`src/rtl/stopwatch_lap_ctrl.sv`:
```
// Stopwatch controller: start/stop, lap freeze, long-press clear and a small
// lap memory that can be browsed while stopped.
//
// state      | meaning
// S_STOP     | counter halted, display shows elapsed
// S_RUN      | counter running, display shows elapsed
// S_RUN_FRZ  | counter running, display frozen at lap value
// S_STOP_FRZ | counter halted, display frozen at lap value
// S_RECALL   | counter halted, display shows lap memory entry ptr
module stopwatch_lap_ctrl #(
    parameter int CNT_W     = 16,
    parameter int LAP_DEPTH = 4,
    parameter int LAP_AW    = 2,
    parameter int HOLD_CYC  = 10
) (
    input  logic              clk,
    input  logic              reset,
    input  logic              tick,
    input  logic              in_stop,
    input  logic              in_lap,
    input  logic              in_lap_level,
    input  logic              in_recall,
    output logic [CNT_W-1:0]  time_out,
    output logic              count_en,
    output logic              freeze_en,
    output logic              recall_en,
    output logic              count_reset,
    output logic [LAP_AW:0]   lap_cnt,
    output logic              lap_full,
    output logic              ovf
);

    localparam int HOLD_W = $clog2(HOLD_CYC + 1);

    typedef enum logic [2:0] {
        S_STOP, S_RUN, S_RUN_FRZ, S_STOP_FRZ, S_RECALL
    } state_t;

    state_t              state_q, state_d;
    logic [CNT_W-1:0]    elapsed_q, elapsed_d;
    logic [CNT_W-1:0]    frz_q, frz_d;
    logic [LAP_AW-1:0]   ptr_q, ptr_d;
    logic [LAP_AW:0]     lap_cnt_q, lap_cnt_d;
    logic [HOLD_W-1:0]   hold_q, hold_d;
    logic                ovf_q, ovf_d;
    logic                cr_q, cr_d;
    logic                push;
    logic                clear;
    logic                running;
    logic                full;
    logic [CNT_W-1:0]    mem_q [LAP_DEPTH];

    assign full    = (lap_cnt_q == (LAP_AW+1)'(LAP_DEPTH));
    assign running = (state_q == S_RUN) || (state_q == S_RUN_FRZ);
    // Fires only on the transition into saturation, so a held button clears once.
    assign clear   = in_lap_level && (hold_q == HOLD_W'(HOLD_CYC - 1));

    always_comb begin
        state_d   = state_q;
        elapsed_d = elapsed_q;
        frz_d     = frz_q;
        ptr_d     = ptr_q;
        lap_cnt_d = lap_cnt_q;
        ovf_d     = ovf_q;
        cr_d      = 1'b0;
        push      = 1'b0;
        hold_d    = hold_q;

        if (!in_lap_level)
            hold_d = '0;
        else if (hold_q < HOLD_W'(HOLD_CYC))
            hold_d = hold_q + HOLD_W'(1);

        if (clear) begin
            state_d   = S_STOP;
            elapsed_d = '0;
            frz_d     = '0;
            ptr_d     = '0;
            lap_cnt_d = '0;
            ovf_d     = 1'b0;
            cr_d      = 1'b1;
        end else begin
            if (running && tick) begin
                if (elapsed_q == '1) ovf_d = 1'b1;
                else                 elapsed_d = elapsed_q + CNT_W'(1);
            end

            if (in_stop) begin
                case (state_q)
                    S_STOP:     state_d = S_RUN;
                    S_RUN:      state_d = S_STOP;
                    S_RUN_FRZ:  state_d = S_STOP_FRZ;
                    S_STOP_FRZ: state_d = S_RUN_FRZ;
                    S_RECALL:   state_d = S_RUN;
                    default:    state_d = S_STOP;
                endcase
            end else if (in_lap) begin
                case (state_q)
                    S_RUN: begin
                        state_d = S_RUN_FRZ;
                        frz_d   = elapsed_q;
                        if (!full) begin
                            push      = 1'b1;
                            lap_cnt_d = lap_cnt_q + (LAP_AW+1)'(1);
                        end
                    end
                    S_RUN_FRZ:  state_d = S_RUN;
                    S_STOP: begin
                        state_d = S_STOP_FRZ;
                        frz_d   = elapsed_q;
                    end
                    S_STOP_FRZ: state_d = S_STOP;
                    default:    state_d = state_q;
                endcase
            end else if (in_recall) begin
                if (state_q == S_STOP && lap_cnt_q != '0) begin
                    state_d = S_RECALL;
                    ptr_d   = '0;
                end else if (state_q == S_RECALL) begin
                    if (({1'b0, ptr_q} + (LAP_AW+1)'(1)) < lap_cnt_q)
                        ptr_d = ptr_q + LAP_AW'(1);
                    else
                        state_d = S_STOP;
                end
            end
        end
    end

    always_ff @(posedge clk or negedge reset) begin
        if (!reset) begin
            state_q   <= S_STOP;
            elapsed_q <= '0;
            frz_q     <= '0;
            ptr_q     <= '0;
            lap_cnt_q <= '0;
            hold_q    <= '0;
            ovf_q     <= 1'b0;
            cr_q      <= 1'b0;
        end else begin
            state_q   <= state_d;
            elapsed_q <= elapsed_d;
            frz_q     <= frz_d;
            ptr_q     <= ptr_d;
            lap_cnt_q <= lap_cnt_d;
            hold_q    <= hold_d;
            ovf_q     <= ovf_d;
            cr_q      <= cr_d;
        end
    end

    // Lap storage is masked by lap_cnt, so it needs no reset.
    always_ff @(posedge clk) begin
        if (push) mem_q[lap_cnt_q[LAP_AW-1:0]] <= elapsed_q;
    end

    assign count_en    = running;
    assign freeze_en   = (state_q == S_RUN_FRZ) || (state_q == S_STOP_FRZ);
    assign recall_en   = (state_q == S_RECALL);
    assign count_reset = cr_q;
    assign lap_cnt     = lap_cnt_q;
    assign lap_full    = full;
    assign ovf         = ovf_q;
    assign time_out    = recall_en ? mem_q[ptr_q] : (freeze_en ? frz_q : elapsed_q);

endmodule
```
`config.mk`:
```
export PLATFORM = sky130hd
export DESIGN_NAME = stopwatch_lap_ctrl
export DESIGN_NICKNAME = d
export VERILOG_FILES = /design/src/rtl/stopwatch_lap_ctrl.sv
export SDC_FILE = /design/constraint.sdc
export NUM_CORES = 1
export LEC_CHECK = 0
export CORE_AREA = 2 2 104 106
export CTS_CLUSTER_DIAMETER = 200
export CTS_CLUSTER_SIZE = 24
export DETAILED_ROUTE_END_ITERATION = 16
export DIE_AREA = 0 0 106 108
export PLACE_DENSITY_LB_ADDON = 0.12
export SYNTH_ARGS = -nofsm -noshare
export SYNTH_HDL_FRONTEND = slang
export SYNTH_SLANG_ARGS = --single-unit
```
`constraint.sdc`:
```
create_clock -name clk -period 2.3 [get_ports clk]
set_input_delay 0.345 -clock clk [delete_from_list [all_inputs] [get_ports clk]]
set_output_delay 0.345 -clock clk [all_outputs]
set_load 0.005 [all_outputs]
```
# Yosys cells after proc, flatten, opt, wreduce, memory -nomap -nowiden
# Memory sizes are Yosys's and may differ from the RTL's.
# Cells that the tools add are included.
[word_totals]
reg_bits = 46
latchBits = 0
ramBits = 64
romBits = 0
inputBits = 7
output_inout_bits = 25
elab_cells = 98
mem_count = 1
[memory_table]
columns = ["memory", "depth", "width", "read_ports", "rd_clocked_by_memory_dff", "write_ports", "line_no", "source"]
rows = [
  ["mem_q", 4, 16, 1, 0, 1, "51", "logic [CNT_W-1:0] mem_q [LAP_DEPTH];"],
]
[op_classes]
addsub = 5
multipliers = 0
div = 0
n_lt_le_gt_ge = 2
n_eq_ne = 14
n_shift = 0
mux = 43
bitwise_logic = 0
n_reduce_logical = 25
[op_table]
columns = ["operator", "count"]
rows = [
  ["$mux 16", 9],
  ["$mux 3", 12],
  ["$add 16x1->16 const B", 1],
  ["$eq 16x16->1 const B", 1],
  ["$mux 2", 7],
  ["$pmux 3 s4", 1],
  ["$reduce_bool 2->1", 6],
  ["$mux 1", 11],
  ["$reduce_bool 3->1", 3],
  ["$mux 4", 2],
  ["$ne 2x1->1 const B", 4],
  ["$reduce_and 4->1", 2],
  ["$ne 7x2->1 const B", 1],
  ["$eq 3x2->1 const B", 2],
  ["$eq 3x3->1 const B", 2],
  ["$pmux 2 s3", 1],
  ["$ne 5x5->1 const B", 1],
  ["$reduce_and 5->1", 1],
  ["$reduce_bool 5->1", 1],
  ["$add 4x1->4 const B", 1],
  ["$eq 4x4->1 const B", 1],
  ["$lt 4x4->1 const B", 1],
  ["$reduce_and 2->1", 2],
  ["$reduce_bool 4->1", 1],
  ["other kinds (11)", 15],
]

# Longest topological paths before layout
# Gate-level depths: netlist of the first run.
[depth]
word_depth = 9
ltp_mapped = 7

# Worst setup path before layout of the first run
# Ideal clock, no wire load.
[synth_path]
kind = "register to register"
start = "register state_q[1]"
end = "memory mem_q[0][0] (enable)"
setup_ns = 0.374
arrival_ns = 1.938
required_time_ns = 1.926
setup_slack_ns = -0.012
stages_incl_launch_ff = 6
path_buffers = 2
synth_period_minus_slack_ns = 2.312
path_cell_list = "dfrtp_1 buf_6 or4b_1 buf_2 nor3b_4 and3_1"
[synth_between]
elab_chain_cells = 7
[synth_lines]
columns = ["item", "line_no", "source"]
rows = [
  ["start, declared", "39", "state_t state_q, state_d;"],
  ["start signal, assigned", "140", "state_q <= state_d;"],
  ["$eq 3x1->1", "98", "case (state_q)"],
  ["$mux 1", "98", ""],
  ["$mux 1", "97", "end else if (in_lap) begin"],
  ["$mux 1", "88", "if (in_stop) begin"],
  ["$mux 1", "74", "if (clear) begin"],
  ["$mux 1", "153", "if (push) mem_q[lap_cnt_q[LAP_AW-1:0]] <= elapsed_q;"],
  ["$mux 1 (implied by the code)", "153", ""],
  ["end, declared", "51", ""],
]
# Every way passes these cells.

# Worst setup path after layout of the first run
[layout_path]
start = "register ptr_q[0]"
end = "output time_out[13]"
[layout_between]
elab_chain_cells = 2
[layout_lines]
columns = ["item", "line_no", "source"]
rows = [
  ["start, declared", "42", "logic [LAP_AW-1:0] ptr_q, ptr_d;"],
  ["start signal, assigned", "143", "ptr_q <= ptr_d;"],
  ["$mem_v2 4x16", "-", ""],
  ["$mux 16", "163", "assign time_out = recall_en ? mem_q[ptr_q] : (freeze_en ? frz_q : elapsed_q);"],
  ["end, declared", "23", "output logic [CNT_W-1:0] time_out,"],
]
# Every way passes these cells.

==> results of run 1 <==
-- per-stage QoR --
stage | area, sq um | total power, mW | setup WS (ps)
6_report | 6200 | 5.46 | 59.9
5_1_grt | 6200 | 5.77 | -68.5
4_1_cts | 6100 | 5.45 | -142
3_5_place_dp | 5830 | 4.33 | -23.4
3_3_place_gp | 5830 | 4.28 | 20.1
2_1_floorplan | 5060 | 3.50 | 162
-- logic make-up (layout without fill, tap and decap cells) --
| group | count (synthesis) | in the layout | synth area share (%) |
|---|---|---|---|
| DFF | 110 | 110 | 60.7 |
| AOI/OAI and AO/OA | 67 | 67 | 7.47 |
| adders and majority gates | 10 | 10 | 2.47 |
| buffers and inverters | 26 | 111 | 2.25 |
| muxes | 34 | 34 | 10.7 |
| and+or+nand+nor | 131 | 131 | 14.1 |
| xor gates and xnor gates | 13 | 13 | 2.25 |
-- power groups by stage --
stage | sequential [mW] | clock, mW | combinational, mW
floorplan | 2.59 | 0 | 0.904
global placement | 2.55 | 0 | 1.73
detailed placement | 2.56 | 0 | 1.76
CTS | 2.52 | 1.17 | 1.76
global route | 2.55 | 1.24 | 1.98
finish | 2.53 | 1.13 | 1.80
-- state kept, by name (all words and copies together), names as in the netlist --
| register | count |
|---|---|
| lap_cnt | 3 |
| hold_q | 4 |
| mem_q | 64 |
| ptr_q | 2 |
| ovf | 1 |
| state_q | 3 |
| frz_q | 16 |
| count_reset | 1 |
| elapsed_q | 16 |
-- layer usage --
| metal | part of all wire [%] | routed length, um | track usage [%] | vias up |
|---|---|---|---|---|
| met5 | 0 | 0 | 0 | - |
| met4 | 1.7 | 186 | 8.46 | 0 |
| met3 | 4.1 | 459 | 2.89 | 15 |
| met2 | 51 | 5650 | 35.7 | 73 |
| met1 | 44 | 4890 | 28.5 | 1630 |
| li1 | - | - | - | 1602 |
-- critical path, cell delays in order (launching register included) --
cell	delay [ps]
sky130_fd_sc_hd__dfrtp_1	410
sky130_fd_sc_hd__buf_4	130
sky130_fd_sc_hd__buf_6	100
sky130_fd_sc_hd__buf_4	110
sky130_fd_sc_hd__mux4_2	500
sky130_fd_sc_hd__nand2_1	80
sky130_fd_sc_hd__o21ai_0	70
sky130_fd_sc_hd__dlymetal6s2s_1	150
-- repair_timing --
item | in CTS | in global routing
gates cloned | 1 | 0
setup endpoints to repair | 16 | 22
pin swaps | 4 | 6
setup buffers | 9 | 10
hold buffers | 0 | 0
resized for setup | 24 | 33
-- placed cells by master (no fill, tap or decap), types with 2 or more instances in the layout --
| cell | synthesis | routed |
|---|---|---|
| sky130_fd_sc_hd__a21oi_1 | 30 | 27 |
| sky130_fd_sc_hd__a21oi_2 | 0 | 3 |
| sky130_fd_sc_hd__and2_1 | 3 | 3 |
| sky130_fd_sc_hd__and3_2 | 0 | 4 |
| sky130_fd_sc_hd__buf_12 | 0 | 7 |
| sky130_fd_sc_hd__buf_2 | 4 | 2 |
| sky130_fd_sc_hd__buf_4 | 0 | 46 |
| sky130_fd_sc_hd__buf_6 | 1 | 5 |
| sky130_fd_sc_hd__clkbuf_2 | 3 | 8 |
| sky130_fd_sc_hd__clkbuf_8 | 0 | 9 |
| sky130_fd_sc_hd__clkdlybuf4s15_1 | 0 | 4 |
| sky130_fd_sc_hd__clkdlybuf4s50_1 | 0 | 14 |
| sky130_fd_sc_hd__clkinv_1 | 1 | 4 |
| sky130_fd_sc_hd__dfrtp_1 | 46 | 45 |
| sky130_fd_sc_hd__dlymetal6s2s_1 | 0 | 3 |
| sky130_fd_sc_hd__edfxtp_1 | 64 | 64 |
| sky130_fd_sc_hd__ha_1 | 10 | 9 |
| sky130_fd_sc_hd__inv_1 | 5 | 5 |
| sky130_fd_sc_hd__mux2i_1 | 18 | 18 |
| sky130_fd_sc_hd__mux4_2 | 16 | 16 |
| sky130_fd_sc_hd__nand2_1 | 62 | 60 |
| sky130_fd_sc_hd__nand2_2 | 0 | 2 |
| sky130_fd_sc_hd__nand3_1 | 4 | 4 |
| sky130_fd_sc_hd__nand4_1 | 4 | 4 |
| sky130_fd_sc_hd__nor2_1 | 21 | 21 |
| sky130_fd_sc_hd__nor2b_1 | 4 | 3 |
| sky130_fd_sc_hd__nor3_1 | 2 | 2 |
| sky130_fd_sc_hd__nor3b_1 | 3 | 2 |
| sky130_fd_sc_hd__nor3b_2 | 2 | 2 |
| sky130_fd_sc_hd__nor3b_4 | 1 | 2 |
| sky130_fd_sc_hd__nor4_2 | 2 | 2 |
| sky130_fd_sc_hd__nor4_4 | 2 | 2 |
| sky130_fd_sc_hd__o21ai_0 | 23 | 21 |
| sky130_fd_sc_hd__o31ai_1 | 3 | 3 |
| sky130_fd_sc_hd__or2_0 | 2 | 2 |
| sky130_fd_sc_hd__or3_1 | 4 | 4 |
| sky130_fd_sc_hd__or4_1 | 3 | 3 |
| sky130_fd_sc_hd__xnor2_1 | 9 | 8 |
| sky130_fd_sc_hd__xor2_1 | 4 | 4 |
-- area by class of cell --
| class | count | area (sq um) |
|---|---|---|
| Fill cell | 829 | 4030 |
| Inverter | 6 | 22.5 |
| Timing Repair Buffer | 89 | 810 |
| Sequential cell | 110 | 3070 |
| Multi-Input combinational cell | 255 | 1940 |
| Tap cell | 136 | 170 |
| Clock inverter | 7 | 63.8 |
| Clock buffer | 9 | 124 |
-- worst min path at each step --
stage | cells after the start | endpoint | slack [ps]
6_report | 2 | state_q[0] | 70
5_1_grt | 2 | state_q[0] | 130
4_1_cts | 2 | state_q[0] | 80
3_5_place_dp | 2 | state_q[0] | 490
3_3_place_gp | 2 | state_q[0] | 490
2_1_floorplan | 0 | count_reset | 50
==> impl_metrics.json, run 1 <==
{
  "result_of_the_run": "finished, final reports clean",
  "num_io_pins": 32,
  "cts_max_level": 3,
  "synth_fp_nets": 408,
  "final.setup_skew_ps": 10.9,
  "clock_latency_ps": 370,
  "start_util_pct": 49.5,
  "finalCritPeriodShare_pct": 97.4,
  "yosys.cell_count.top_type": "sky130_fd_sc_hd__edfxtp_1",
  "portBuffers": 31,
  "timing.critical_path.to_type": "output port",
  "post_drt_via_cell_ratio": 5.42,
  "routed-via-count": 3320,
  "vdd_drop_max_mv": 0.536,
  "yosys.area.top_type_share_pct": 38.0,
  "drive_above_1_share_pct": 26.1,
  "timing_worst_setup_path_type": "flip-flop to output port",
  "pin_count_of_the_biggest_net_entering_global_routing": 47,
  "cell_accounting_for_the_most_synthesized_area": "sky130_fd_sc_hd__edfxtp_1",
  "rsz0062_at_grt": "true",
  "final_antenna_net_count": 0,
  "cap_violations": 0,
  "finalNonFillerCells": 612,
  "critPathLaunchType": "flip-flop",
  "grtUsageTotal_pct": 21.3,
  "grt_pass1_wl_mm": 18.2,
  "floorplan.die.height_um": 108,
  "synth_cell_type_count": 51,
  "fin_util_pct": 60.6,
  "synthTopCellsByArea": "sky130_fd_sc_hd__edfxtp_1, sky130_fd_sc_hd__dfrtp_1, sky130_fd_sc_hd__mux4_2",
  "postSynthRegisterBits": 110,
  "async_flop_share_pct": 41.8,
  "syn_inst": 391,
  "drt_iter0_markers": 211,
  "routedWlPerCell_um": 18.3,
  "min-delay-path-class": "input port to async pin",
  "sw_frac_of_total_pct": 31.2,
  "worst_hold_slack_ps": 66.5,
  "share_clk_of_total_power_pct": 20.8,
  "synth_commonest_cells": "sky130_fd_sc_hd__edfxtp_1, sky130_fd_sc_hd__nand2_1, sky130_fd_sc_hd__dfrtp_1, sky130_fd_sc_hd__a21oi_1, sky130_fd_sc_hd__o21ai_0",
  "antenna_found_initial": 0,
  "finalHoldViolCount": 0,
  "post_synth.cell_area_avg_sq_um": 12.9,
  "finalSetupViolations": 0,
  "crit_path_max_fanout": 4,
  "finalMaxSlewViolations": 0,
  "routed_wirelength_mm": 11.2,
  "period_minus_slack_ps": 2240,
  "crit-reg2reg-capture": "ptr_q[0]",
  "crit_arrival_ps": 1900,
  "grt_overflow_total": 0,
  "critPathCapture": "time_out[13]",
  "clock-root-buffer": "sky130_fd_sc_hd__clkbuf_8",
  "ys_dominant_reg_cell": "sky130_fd_sc_hd__edfxtp_1",
  "rrSetupSlack_ps": 90,
  "coreArea_sq_um": 10200,
  "total_leakage_power_nw": 2.41,
  "p_seq_share_pct": 46.3,
  "numCtsBuffers": 9,
  "crit_required_ps": 1960,
  "cts.clk_slew.worst_paths_ps": 100,
  "cts_tree": "built",
  "setup_tns_ps": 0,
  "routabilityCongestion": 0.821,
  "floorplan.rows": 37,
  "power.switching_mw": 1.70,
  "tightestPinTransition_ps": 619,
  "number_of_global_route_vias_before_repair": 3452,
  "dpl.hpwl_mm": 7.44,
  "max_clock_buf_depth": 2,
  "intPower_mw": 3.76,
  "synth_to_layout_area_growth_pct": 22.6,
  "cp-startpoint": "ptr_q[0]",
  "yosysWarningCount": 0,
  "drc": 0,
  "total_clock_sinks": 110,
  "chipWidth_um": 106,
  "p_per_area_nw_per_um2": 880,
  "post_synth_instance_area_sq_um": 5060,
  "floorplan.die_area_sq_um": 11400,
  "nNetsFinal": 488,
  "max_slew_margin_pct": 58.7,
  "worstRegToRegCells": 10,
  "regToRegStartpoint": "ptr_q[0]",
  "synth_sequential_area_ratio_pct": 60.7,
  "maxClockFrequency_mhz": 446,
  "placed_cells_incl_taps": 577,
  "firstDrtPassIters": 4,
  "p_comb_share_pct": 32.9,
  "diodes": 0,
  "synth_edf_count": 64
}
Note: power is estimated with default switching activity, not from simulation.
==> inputs of run 2 (changes only) <==
Settings changed: CORE_AREA 2 2 104 106 to 2 2 101 103, DIE_AREA 0 0 106 108 to 0 0 103 105, TNS_END_PERCENT from default to 10.
==> impl_metrics.json, run 2 (synthesized netlist as in run 1, its figures left out) <==
{
  "drt_iter0_markers": 177,
  "total_leakage_power_nw": 2.33,
  "maxClockFrequency_mhz": 438,
  "pre_cts_slack_ps": -9.99,
  "timing_worst_setup_path_type": "flip-flop to output port",
  "crit_arrival_ps": 1940,
  "clock-root-buffer": "sky130_fd_sc_hd__clkbuf_8",
  "result_of_the_run": "finished, final reports clean",
  "final.setup_skew_ps": 11.8,
  "post-layout-total-power_mw": 5.52,
  "number_of_global_route_vias_before_repair": 3320,
  "min-delay-path-class": "input port to async pin",
  "layout_common_cells": "sky130_fd_sc_hd__edfxtp_1, sky130_fd_sc_hd__nand2_1, sky130_fd_sc_hd__dfrtp_1",
  "final_antenna_net_count": 0,
  "post_drt_via_cell_ratio": 5.50,
  "timing.critical_path.to_type": "output port",
  "routed_wirelength_mm": 11.0,
  "total_clock_sinks": 110,
  "rrSetupSlack_ps": 110,
  "synth_to_layout_area_growth_pct": 21.6,
  "floorplan.die.height_um": 105,
  "finalCritPeriodShare_pct": 99.3,
  "cts.clk_slew.worst_paths_ps": 110,
  "crit_required_ps": 1960,
  "chipWidth_um": 103,
  "finalWorstSetupSlack_ps": 15.5,
  "floorplan.die_area_sq_um": 10800,
  "num_io_pins": 32,
  "coreArea_sq_um": 9640,
  "finalMaxSlewViolations": 0,
  "pin_count_of_the_biggest_net_entering_global_routing": 42,
  "routabilityCongestion": 0.850,
  "nFillCells": 770,
  "finalSetupViolations": 0,
  "start_util_pct": 52.5,
  "largest_register_ff_count": 64,
  "crit_path_max_fanout": 3,
  "grtUsageTotal_pct": 22.6,
  "grt_overflow_total": 0,
  "critPathLaunchType": "flip-flop",
  "cts_max_level": 3,
  "fin_util_pct": 63.8,
  "drc": 0,
  "dpl.hpwl_mm": 7.32,
  "clock_latency_ps": 370,
  "antenna_found_initial": 0,
  "most_frequent_standard_cell_in_the_layout_excluding_fill_and_tap_cells": "sky130_fd_sc_hd__edfxtp_1",
  "tightestPinTransition_ps": 552,
  "period_minus_slack_ps": 2280,
  "finish.instance_area_sq_um": 6150,
  "routedWlPerCell_um": 18.4,
  "worst_hold_slack_ps": 478,
  "finalHoldViolCount": 0,
  "floorplan.rows": 36,
  "grt_pass1_wl_mm": 18.0,
  "diodes": 0,
  "cts_tree": "built",
  "max_clock_buf_depth": 2,
  "portBuffers": 31,
  "drive_above_1_share_pct": 25.8,
  "postPlaceCellArea_sq_um": 5840,
  "firstDrtPassIters": 5,
  "nNetsFinal": 478,
  "rsz0062_at_grt": "true",
  "numCtsBuffers": 9,
  "p_per_area_nw_per_um2": 897,
  "cap_violations": 0,
  "routed-via-count": 3294,
  "vdd_drop_max_mv": 0.457,
  "max_slew_margin_pct": 63.2
}
-- run 2: changes by cell type in the layout (fill, tap and decap cells not counted), sizes merged --
cell and delta:
buf -11, clkbuf +8, clkdlybuf4s15 -4, dlymetal6s2s -3, clkinv -2, clkinvlp +2
dlygate4sd3 +1, inv -1
-- run 2: repair_timing --
| item | in CTS | in global routing |
|---|---|---|
| cloned | 1 | 0 |
| pin swaps | 1 | 2 |
| hold buffers | 1 | 0 |
| endpoints found under the hold margin | 21 | 0 |
| setup endpoints to repair | 17 | 22 |
| resized for setup | 33 | 31 |
| setup buffers | 8 | 1 |
-- run 2: area by class of cell --
type / instances / area, sq um / area share, %
clock inverter: 6 / 71.3 / 1.16
multi-input combinational: 255 / 1910 / 31.1
timing repair buffer: 79 / 766 / 12.4
inverter: 6 / 22.5 / 0.366
tap: 133 / 166 / 2.70
sequential: 110 / 3080 / 50.0
clock buffer: 10 / 138 / 2.24
-- run 2: path summary, 6_finish.rpt --
path                                from            to  cells after the start
worst max-delay path            ptr_q[0]  time_out[15]                      7
worst min-delay path               reset      frz_q[1]                      2
worst min register to register       ovf           ovf                      2
min in group clk                     ovf           ovf                      2
worst max register to register  ptr_q[0]    state_q[1]                      9
max in group asynchronous          reset      ptr_q[0]                      3
-- run 2: report_power, final --
| group | switching, mW | internal, mW | leakage, nW |
|---|---|---|---|
| Clock | 0.649 | 0.539 | 0.0987 |
| Combinational | 0.898 | 0.894 | 1.08 |
| Sequential | 0.177 | 2.36 | 1.15 |
-- run 2: worst max-delay path, stage by stage (launching register included) --
cell and delay (ps):
sky130_fd_sc_hd__dfrtp_2 460, sky130_fd_sc_hd__buf_12 140, sky130_fd_sc_hd__buf_12 120, sky130_fd_sc_hd__buf_12 120
sky130_fd_sc_hd__mux4_2 410, sky130_fd_sc_hd__nand2_1 80, sky130_fd_sc_hd__o21ai_0 110, sky130_fd_sc_hd__clkbuf_2 130
-- run 2: per-stage QoR --
step	TNS, ps	instances
after global routing	-819	599
after detailed placement	-174	572
final	0	599
after CTS	-1130	598
after floorplan	-569	391
after global placement	0	572
-- run 2: per-layer routing --
layer / share of wire [%] / global-route usage (%) / vias to the layer above
met5: 0 / 0 / -
met4: 1.2 / 6.02 / 0
met3: 4.2 / 4.82 / 7
met2: 50 / 35.8 / 74
met1: 44 / 31.7 / 1631
li1: - / - / 1582
==> inputs of run 3 (changes only) <==
Settings changed: CTS_CLUSTER_DIAMETER 200 to 60, SLEW_MARGIN from default to 20.
==> results of run 3 <==
Final layout, timing and power as in run 2 (identical DEF).
